<file path="config.mk">
export PLATFORM = sky130hd
export DESIGN_NAME = hazard_stall_unit_flat
export DESIGN_NICKNAME = d
export VERILOG_FILES = /design/src/rtl/hazard_stall_unit_if.sv /design/src/rtl/hazard_stall_unit.sv /design/src/flat_wrapper.sv
export SDC_FILE = /design/constraint.sdc
export NUM_CORES = 1
export LEC_CHECK = 0
export CAP_MARGIN = 0
export CORE_MARGIN = 1.5
export CORE_UTILIZATION = 45
export CTS_BUF_LIST = sky130_fd_sc_hd__clkbuf_4
export CTS_CLUSTER_SIZE = 16
export DETAILED_ROUTE_END_ITERATION = 7
export PLACE_DENSITY_LB_ADDON = 0.25
export SLEW_MARGIN = 20
export SYNTH_ARGS = -nofsm -noshare
export SYNTH_HDL_FRONTEND = slang
export SYNTH_SLANG_ARGS = --single-unit
</file>
<file path="constraint.sdc">
create_clock -name clk -period 7.7 [get_ports clk]
set_clock_uncertainty 0.15 [all_clocks]
set_input_delay 1.54 -clock clk [delete_from_list [all_inputs] [get_ports clk]]
set_output_delay 1.54 -clock clk [all_outputs]
set_load 0.005 [all_outputs]
</file>
<file path="src/rtl/hazard_stall_unit_if.sv">
// ID/EX hazard-detection signal bundle: pipeline-side (master) drives ID/EX
// state, the hazard unit (slave) returns stall/bubble and divider status.
interface hazard_stall_unit_if #(
    parameter int PERF_W = 32
);
    logic              id_valid;
    logic [4:0]        id_rs1_addr;
    logic [4:0]        id_rs2_addr;
    logic              id_rs1_used;
    logic              id_rs2_used;
    logic              id_is_div;
    logic [4:0]        id_rd_addr;
    logic              ex_mem_read;
    logic [4:0]        ex_rd_addr;
    logic              ex_flush;
    logic              stall;
    logic              bubble_ex;
    logic              div_busy;
    logic              div_wb_valid;
    logic [4:0]        div_wb_rd;
    logic [PERF_W-1:0] stall_cycles;

    modport master (
        output id_valid, id_rs1_addr, id_rs2_addr, id_rs1_used, id_rs2_used,
               id_is_div, id_rd_addr, ex_mem_read, ex_rd_addr, ex_flush,
        input  stall, bubble_ex, div_busy, div_wb_valid, div_wb_rd, stall_cycles
    );

    modport slave (
        input  id_valid, id_rs1_addr, id_rs2_addr, id_rs1_used, id_rs2_used,
               id_is_div, id_rd_addr, ex_mem_read, ex_rd_addr, ex_flush,
        output stall, bubble_ex, div_busy, div_wb_valid, div_wb_rd, stall_cycles
    );
endinterface

</file>
<file path="src/rtl/hazard_stall_unit.sv">
// ID-stage stall generation for hazards forwarding cannot cover (load-use,
// multi-cycle divider RAW/WAW/structural), plus divider tracking and a stall counter.
module hazard_stall_unit #(
    parameter int DIV_LAT = 8,
    parameter int CNT_W   = 4,
    parameter int PERF_W  = 32
) (
    input  logic                 clk,
    input  logic                 rst,
    hazard_stall_unit_if.slave   bus
);

    localparam logic [CNT_W-1:0] DIV_LAT_C = CNT_W'(DIV_LAT);

    logic [CNT_W-1:0]  cnt_q, cnt_d;
    logic [4:0]        div_rd_q, div_rd_d;
    logic [PERF_W-1:0] stall_cycles_q, stall_cycles_d;

    logic div_busy;
    logic load_use;
    logic div_raw;
    logic div_struct;
    logic div_waw;
    logic stall;
    logic div_issue;

    function automatic logic src_hit(input logic used, input logic [4:0] addr,
                                     input logic [4:0] x);
        return used && (x != 5'd0) && (addr == x);
    endfunction

    always_comb begin
        div_busy   = (cnt_q != '0);
        load_use   = bus.ex_mem_read &&
                     (src_hit(bus.id_rs1_used, bus.id_rs1_addr, bus.ex_rd_addr) ||
                      src_hit(bus.id_rs2_used, bus.id_rs2_addr, bus.ex_rd_addr));
        div_raw    = div_busy &&
                     (src_hit(bus.id_rs1_used, bus.id_rs1_addr, div_rd_q) ||
                      src_hit(bus.id_rs2_used, bus.id_rs2_addr, div_rd_q));
        div_struct = div_busy && bus.id_is_div;
        // A younger write to the divider's rd must wait, or the late result would clobber it.
        div_waw    = div_busy && (bus.id_rd_addr != 5'd0) && (bus.id_rd_addr == div_rd_q);
        // A flushed ID instruction is dead, so none of its hazards matter.
        stall      = bus.id_valid && !bus.ex_flush &&
                     (load_use || div_raw || div_struct || div_waw);
        div_issue  = bus.id_valid && bus.id_is_div && !stall && !bus.ex_flush;

        cnt_d    = cnt_q;
        div_rd_d = div_rd_q;
        if (div_issue) begin
            cnt_d    = DIV_LAT_C;
            div_rd_d = bus.id_rd_addr;
        end else if (div_busy) begin
            cnt_d = cnt_q - CNT_W'(1);
        end

        stall_cycles_d = stall_cycles_q;
        if (stall && (stall_cycles_q != '1)) begin
            stall_cycles_d = stall_cycles_q + PERF_W'(1);
        end
    end

    always_ff @(posedge clk or negedge rst) begin
        if (!rst) begin
            cnt_q          <= '0;
            div_rd_q       <= '0;
            stall_cycles_q <= '0;
        end else begin
            cnt_q          <= cnt_d;
            div_rd_q       <= div_rd_d;
            stall_cycles_q <= stall_cycles_d;
        end
    end

    assign bus.stall        = stall;
    assign bus.bubble_ex    = stall;
    assign bus.div_busy     = div_busy;
    assign bus.div_wb_valid = (cnt_q == CNT_W'(1));
    assign bus.div_wb_rd    = div_busy ? div_rd_q : 5'd0;
    assign bus.stall_cycles = stall_cycles_q;

endmodule
</file>
<file path="src/flat_wrapper.sv">
// flat-port wrapper written by rule: the top's interface ports become plain ports
module hazard_stall_unit_flat 
#(
    parameter int DIV_LAT = 8,
    parameter int CNT_W   = 4,
    parameter int PERF_W  = 32
)
  (clk, rst, bus_id_valid, bus_id_rs1_addr, bus_id_rs2_addr, bus_id_rs1_used, bus_id_rs2_used, bus_id_is_div, bus_id_rd_addr, bus_ex_mem_read, bus_ex_rd_addr, bus_ex_flush, bus_stall, bus_bubble_ex, bus_div_busy, bus_div_wb_valid, bus_div_wb_rd, bus_stall_cycles);
  hazard_stall_unit_if #(.PERF_W(PERF_W)) bus_i ();
  input  logic clk;
  input  logic rst;
  input wire logic [$bits(bus_i.id_valid)-1:0] bus_id_valid;
  input wire logic [$bits(bus_i.id_rs1_addr)-1:0] bus_id_rs1_addr;
  input wire logic [$bits(bus_i.id_rs2_addr)-1:0] bus_id_rs2_addr;
  input wire logic [$bits(bus_i.id_rs1_used)-1:0] bus_id_rs1_used;
  input wire logic [$bits(bus_i.id_rs2_used)-1:0] bus_id_rs2_used;
  input wire logic [$bits(bus_i.id_is_div)-1:0] bus_id_is_div;
  input wire logic [$bits(bus_i.id_rd_addr)-1:0] bus_id_rd_addr;
  input wire logic [$bits(bus_i.ex_mem_read)-1:0] bus_ex_mem_read;
  input wire logic [$bits(bus_i.ex_rd_addr)-1:0] bus_ex_rd_addr;
  input wire logic [$bits(bus_i.ex_flush)-1:0] bus_ex_flush;
  output wire logic [$bits(bus_i.stall)-1:0] bus_stall;
  output wire logic [$bits(bus_i.bubble_ex)-1:0] bus_bubble_ex;
  output wire logic [$bits(bus_i.div_busy)-1:0] bus_div_busy;
  output wire logic [$bits(bus_i.div_wb_valid)-1:0] bus_div_wb_valid;
  output wire logic [$bits(bus_i.div_wb_rd)-1:0] bus_div_wb_rd;
  output wire logic [$bits(bus_i.stall_cycles)-1:0] bus_stall_cycles;
  assign bus_i.id_valid = bus_id_valid;
  assign bus_i.id_rs1_addr = bus_id_rs1_addr;
  assign bus_i.id_rs2_addr = bus_id_rs2_addr;
  assign bus_i.id_rs1_used = bus_id_rs1_used;
  assign bus_i.id_rs2_used = bus_id_rs2_used;
  assign bus_i.id_is_div = bus_id_is_div;
  assign bus_i.id_rd_addr = bus_id_rd_addr;
  assign bus_i.ex_mem_read = bus_ex_mem_read;
  assign bus_i.ex_rd_addr = bus_ex_rd_addr;
  assign bus_i.ex_flush = bus_ex_flush;
  assign bus_stall = bus_i.stall;
  assign bus_bubble_ex = bus_i.bubble_ex;
  assign bus_div_busy = bus_i.div_busy;
  assign bus_div_wb_valid = bus_i.div_wb_valid;
  assign bus_div_wb_rd = bus_i.div_wb_rd;
  assign bus_stall_cycles = bus_i.stall_cycles;
  hazard_stall_unit #(.DIV_LAT(DIV_LAT), .CNT_W(CNT_W), .PERF_W(PERF_W)) u_core (.clk(clk), .rst(rst), .bus(bus_i));
endmodule
</file>
==> key figures, run 1 <==
Run status
  • Outcome: finished, final reports clean

Worst setup path
  • Number of cells traversed by the worst register-to-register path: 7
  • CP top delay family: buffers and inverters
  • Largest fanout of any net on the critical path: 16
  • Cell type with the highest occurrence count on the critical path: clkdlybuf4s50_1
  • Startpoint of the most critical setup path: bus_id_rs2_addr[2]
  • Path type of the worst setup path: primary input to output pin
  • CP Capture Type: output pin
  • Critical path, cell by cell: clkdlybuf4s50_1 -> xor2_1 -> nor4_2 -> a41o_1 -> o31ai_1 -> and2_4 -> inv_1 -> clkdlybuf4s50_1
  • FF-to-FF Start: u_core.bus.stall_cycles[0]
  • Reg-to-reg endpoint: u_core.bus.stall_cycles[1]
  • WP data required: 6.01 ns
  • Worst path max stage delay: 0.51 ns
  • CP startpoint kind: primary input
  • Worst Path Arrival: 3.78 ns
  • Number of buffer and inverter stages on the critical path: 3
  • FF-to-FF setup slack: 4.93 ns
  • Critical-path top delay cell: clkdlybuf4s50_1
  • Total number of cells along the worst setup path: 8

Die
  • Core region area: 5170 sq um
  • Effective utilization at floorplan: 47.2%
  • Top Ports: 69
  • Cell row count: 26
  • Area of the die: 5880 sq um
  • Die extent in x: 76.7 microns
  • Die Height: 76.7 microns

GRT
  • Overflow left after global routing: 0
  • Number of global-route vias before repair: 1996
  • Global-route wire length before repair: 9.19 mm
  • Maximum number of pins on one net before global-route repair: 42
  • Antenna violations before repair: 0
  • Overall track demand over capacity in global routing: 19.7%

Synth
  • Number of enable-type register cells in the synthesized netlist: 0
  • Leading area contributor after synthesis: dfrtp_1
  • Area share of the largest cell type after synthesis: 42.0%
  • Top cells by area in the synthesized netlist: dfrtp_1, xnor2_1, xor2_1
  • Cell count after synthesis: 244
  • Post-synthesis net count: 275
  • Post-synth top cells: dfrtp_1, xnor2_1, xor2_1
  • Most frequently used cell type in the post-synthesis netlist: dfrtp_1
  • Number of flip-flops and latches in the synthesized netlist: 41
  • Synth Area per Inst: 10.0 sq um
  • Fraction of the yosys area taken by sequential cells: 42.0%
  • Total standard cell area after synthesis: 2440 sq um
  • Netlist cell types: 42
  • Warnings, synthesis: 0
  • Share of flip-flops with an asynchronous set or reset: 100%
  • Top_reg_cell synth: dfrtp_1

Clocking
  • CTS hold repair buffers: 0
  • Max clock buf depth: 2
  • Number of resized instances in the post-cts repair step: 0
  • # clock sinks: 41
  • H-tree levels: 2
  • Number of buffers created by CTS: 5
  • Setup fix buffers added after clock tree synthesis: 0
  • Buffer cell driving the clock tree root: clkbuf_4
  • Worst skew pair latency: 0.35 ns
  • Clk slew on worst S/H paths: 0.14 ns
  • CTS tree: done

Place
  • Worst slack at placement: 2.22 ns
  • Sum of net half-perimeters after detailed placement: 4.06 mm
  • I/O Buffers: 68
  • Placer Congestion: 0.848

Timing
  • Peak Freq: 0.183 GHz
  • Count of final setup violators: 0
  • Final hold violation count: 0
  • RSZ-0062 raised after global routing: no
  • Time the worst path needs with I/O delays and setup: 5.47 ns
  • Relative max-transition margin: 32.5%
  • Final period utilization: 71.0%
  • Fin Setup TNS: 0 ns
  • Minimum setup slack in the final design: 2.23 ns
  • Slew at the pin closest to its max-slew limit: 1.01 ns
  • Hold slack: 0.348 ns
  • Number of pins exceeding their max-slew limit in the final report: 0

Drt
  • Via count: 2043
  • Wire length per cell: 13.9 microns
  • Iteration count of the initial detailed-routing pass: 4
  • Via count normalized by instance count: 5.38
  • Number of nets with antenna violations after detailed routing: 0
  • Number of remaining DRC errors: 0
  • DRT iter0 DRCs: 113
  • Post-Route WL: 5.29 mm

Power
  • Total power: 685 uW
  • Flop pwr share: 44.6%
  • Clock share of power: 20.2%
  • Share of total power consumed by net switching: 32.0%
  • Leakage power summed over all cells: 1.35 nW
  • Net switching component of the power: 219 uW
  • Combinational share of power: 35.1%
  • Int Power: 466 uW
  • Worst IR drop on VDD: 0.149 mV
  • PwrDens: 213 nW/um^2

Min path
  • Cell depth of the worst hold path: 1
  • Worst Hold Class: register to register
  • Hold worst-path end: u_core.bus.stall_cycles[29]
  • Beginning of the worst hold path: u_core.bus.stall_cycles[29]

Final layout
  • Filler Cells Inserted: 435
  • Fraction of final layout cells sized beyond drive strength 1: 6.77%
  • Number of antenna cells inserted: 0
  • Area overhead of the layout relative to synthesis: 31.4%
  • Count of nets after finishing: 340
  • Final core utilization: 62.0%

Job
  • # Max-Cap Violations: 0
## power groups by stage
| stage | Clock (mW) | Combinational, mW | Sequential, mW |
|---|---|---|---|
| 4_1_cts | 0.144 | 0.244 | 0.307 |
| 3_5_place_dp | 0 | 0.242 | 0.311 |
| 5_1_grt | 0.155 | 0.265 | 0.313 |
| 2_1_floorplan | 0 | 0.171 | 0.282 |
| 6_report | 0.139 | 0.241 | 0.306 |
| 3_3_place_gp | 0 | 0.238 | 0.309 |
## metal layers
metal	track usage, %	up-vias	share of wire (%)
li1	-	989	-
met1	25.0	1000	46
met5	0	-	0
met3	4.52	2	3.6
met2	32.8	52	50
met4	6.85	0	0.79
## layout by cell type (no fill, tap or decap), types with 7 or more instances in the layout
cell	netlist	final
nand2_1	19	19
dfrtp_1	41	41
and2_1	7	7
nor3_1	7	7
nand4_1	12	12
clkdlybuf4s50_1	0	67
xor2_1	25	25
nor2_1	18	18
and3_1	10	10
mux2_2	7	7
nand3_1	11	11
xnor2_1	29	29
## logic make-up (layout without fill, tap and decap cells)
group	count (synthesis)	in the layout	share of synthesized area [%]
mux	8	8	3.64
simple gates	106	106	24.4
fa+ha+maj	3	3	1.54
compound gates	16	16	4.56
flops	41	41	42.0
buf+inv	15	81	3.84
xor+xnor	55	55	20.0
## flip-flops by register name (all words and copies together) (netlist names)
register                 count
u_core.bus.stall_cycles     32
u_core.div_rd_q              5
u_core.cnt_q                 4
## cell type report
type                            instances  area [sq um]  share of cell area [%]
Inverter                                5          18.8                   0.585
Multi-Input combinational cell        188          1320                    41.2
Timing Repair Buffer                   68           676                    21.1
Sequential cell                        41          1030                    32.0
Tap cell                               70          87.6                    2.73
Clock buffer                            5          37.5                    1.17
Clock inverter                          3          41.3                    1.29
## worst max path at each step
stage	endpoint	slack, ns
2_1_floorplan	bus_stall	3.10
3_3_place_gp	bus_stall	2.28
3_5_place_dp	bus_bubble_ex	2.22
4_1_cts	bus_bubble_ex	2.22
5_1_grt	bus_bubble_ex	2.12
6_report	bus_bubble_ex	2.23
## stage by stage
step / instance area, sq um / cells
finish: 3210 / 380
global route: 3210 / 380
CTS: 3210 / 380
detailed placement: 3130 / 372
global placement: 3130 / 372
floorplan: 2440 / 244
(Power assumes the default switching activity.)
==> inputs of run 2 (changes only) <==
==> constraint.sdc (replaced) <==
create_clock -name clk -period 5 [get_ports clk]
set_clock_uncertainty 0.15 [all_clocks]
set_input_delay 1 -clock clk [delete_from_list [all_inputs] [get_ports clk]]
set_output_delay 1 -clock clk [all_outputs]
set_load 0.005 [all_outputs]
==> key figures, run 2 (synthesized netlist as in run 1, its figures left out) <==
Final layout
  • Final core utilization: 62.2% (+0.15 points)
  • Most frequent cells in the layout: clkdlybuf4s50_1, dfrtp_1, xnor2_1
  • Count of nets after finishing: 341 (+0.29%)
  • Commonest non-fill, non-tap cell in the layout: clkdlybuf4s50_1
  • Number of flip-flops in the largest register: 32 (unchanged)
  • Area overhead of the layout relative to synthesis: 31.7%
  • Number of antenna cells inserted: 0 (unchanged)
  • Number of non-filler instances in the completed layout: 381 (+0.26%)
  • Fraction of final layout cells sized beyond drive strength 1: 7.07% (+0.30 points)

Timing
  • Time the worst path needs with I/O delays and setup: 4.39 ns
  • Slew at the pin closest to its max-slew limit: 0.919 ns (-0.0928 ns)
  • Number of pins exceeding their max-slew limit in the final report: 0 (unchanged)
  • Fin Setup TNS: 0 ns (unchanged)
  • Final period utilization: 87.7%
  • Final hold violation count: 0 (unchanged)
  • Relative max-transition margin: 38.7% (+6.2 points)
  • RSZ-0062 raised after global routing: no
  • Peak Freq: 0.228 GHz
  • Count of final setup violators: 0 (unchanged)

Drt
  • Post-Route WL: 5.29 mm (about the same)
  • Number of nets with antenna violations after detailed routing: 0 (unchanged)
  • Iteration count of the initial detailed-routing pass: 5 (+1)
  • DRT iter0 DRCs: 136 (+20%)
  • Via count: 1995 (-2.3%)
  • Via count normalized by instance count: 5.24 (-2.6%)
  • Number of remaining DRC errors: 0 (unchanged)
  • Wire length per cell: 13.9 microns (-0.24%)

Clocking
  • Worst skew pair latency: 0.36 ns (about the same)
  • Number of resized instances in the post-cts repair step: 0 (unchanged)
  • Max clock buf depth: 2 (unchanged)
  • # clock sinks: 41 (unchanged)
  • Clk slew on worst S/H paths: 0.13 ns (about the same)
  • CTS hold repair buffers: 0 (unchanged)
  • H-tree levels: 2 (unchanged)
  • Number of buffers created by CTS: 5 (unchanged)
  • CTS tree: done
  • Setup fix buffers added after clock tree synthesis: 0 (unchanged)
  • Buffer cell driving the clock tree root: clkbuf_4

Die
  • Effective utilization at floorplan: 47.2% (unchanged)
  • Die extent in x: 76.7 microns (unchanged)
  • Die Height: 76.7 microns (unchanged)
  • Cell row count: 26 (unchanged)
  • Top Ports: 69 (unchanged)
  • Core region area: 5170 sq um (unchanged)
  • Area of the die: 5880 sq um (unchanged)

Run status
  • Outcome: finished, final reports clean

Power
  • Int Power: 719 uW (+54%)
  • Leakage power summed over all cells: 1.36 nW (+0.39%)
  • PwrDens: 329 nW/um^2 (+54%)
  • Total power: 1.06 mW (+54%)
  • Combinational share of power: 35.2% (about the same)
  • Clock share of power: 20.3% (about the same)
  • Share of total power consumed by net switching: 32.1% (+0.10 points)
  • Worst IR drop on VDD: 0.220 mV (+47%)
  • Net switching component of the power: 340 uW (+55%)
  • Flop pwr share: 44.5% (about the same)

Worst setup path
  • Critical path, cell by cell: clkdlybuf4s50_1 -> xor2_1 -> nor4_2 -> a41o_1 -> o31ai_1 -> and2_4 -> inv_1 -> clkdlybuf4s50_1
  • Worst Path Arrival: 3.24 ns (-0.54 ns)
  • WP data required: 3.85 ns (-2.16 ns)
  • CP Capture Type: output pin
  • Path type of the worst setup path: primary input to output pin
  • CP startpoint kind: primary input
  • Critical-path top delay cell: clkdlybuf4s50_1
  • Worst path max stage delay: 0.52 ns (about the same)
  • Largest fanout of any net on the critical path: 16 (unchanged)
  • Cell type with the highest occurrence count on the critical path: clkdlybuf4s50_1

GRT
  • Overall track demand over capacity in global routing: 19.4% (-0.30 points)
  • Number of global-route vias before repair: 1961 (-1.8%)
  • Overflow left after global routing: 0 (unchanged)
  • Maximum number of pins on one net before global-route repair: 42 (unchanged)
  • Antenna violations before repair: 0 (unchanged)
  • Global-route wire length before repair: 9.14 mm (-0.60%)

Place
  • I/O Buffers: 68 (unchanged)
  • Total placed cells including tap cells: 373 (+0.27%)
  • Placer Congestion: 0.850 (+0.21%)
  • Sum of net half-perimeters after detailed placement: 4.02 mm (-0.89%)

Min path
  • Worst Hold Class: register to register

Job
  • # Max-Cap Violations: 0 (unchanged)
[run 2: changes by cell type in the layout (fill, tap and decap cells not counted), sizes merged]
cell / before / now
buf: 1 / 2
[run 2: power by group through the flow]
stage / logic, mW / clock network (mW) / registers (mW)
after detailed placement: 0.375 / 0 / 0.478
after global routing: 0.411 / 0.236 / 0.482
after floorplan: 0.264 / 0 / 0.434
after global placement: 0.368 / 0 / 0.476
after CTS: 0.377 / 0.221 / 0.471
final: 0.372 / 0.215 / 0.471
[run 2: per-layer routing]
layer	up-vias	track usage [%]	wire, microns
li1	984	-	-
met1	951	25.9	2430
met2	50	31.0	2580
met3	10	3.45	195
met4	0	8.33	80
met5	-	0	0
[run 2: area by class of cell]
class,count,area [sq um]
multi-input cells,188,1320
well taps,70,87.6
clock inverters,3,41.3
inverters,5,18.8
repair buffers,69,683
fillers,431,1960
flip-flops and latches,41,1030
clock buffers,5,37.5
[run 2: final timing paths]
kind,start,to,slack [ns],cells after the start
worst max-delay path,bus_id_rs2_addr[2],bus_bubble_ex,0.61,8
worst min-delay path,u_core.bus.stall_cycles[29],u_core.bus.stall_cycles[29],0.35,1
worst max register to register,u_core.bus.stall_cycles[0],u_core.bus.stall_cycles[1],2.46,8
worst min register to register,u_core.bus.stall_cycles[29],u_core.bus.stall_cycles[29],0.35,1
max in group asynchronous,rst,u_core.bus.stall_cycles[4],3.50,1
min in group asynchronous,rst,u_core.bus.stall_cycles[12],0.61,1
[run 2: critical path, delay by kind of cell]
family | cells | cell delay (ns)
buf+inv | 3 | 1.04
compound gates | 2 | 0.61
simple gates | 2 | 0.40
xor+xnor | 1 | 0.19
[run 2: per-stage QoR]
step	area (sq um)	worst slack [ns]	hold slack (ns)
floorplan	2440	1.48	0.317
global placement	3140	0.656	0.330
detailed placement	3140	0.598	0.337
CTS	3220	0.591	0.357
global route	3220	0.480	0.372
finish	3220	0.613	0.350
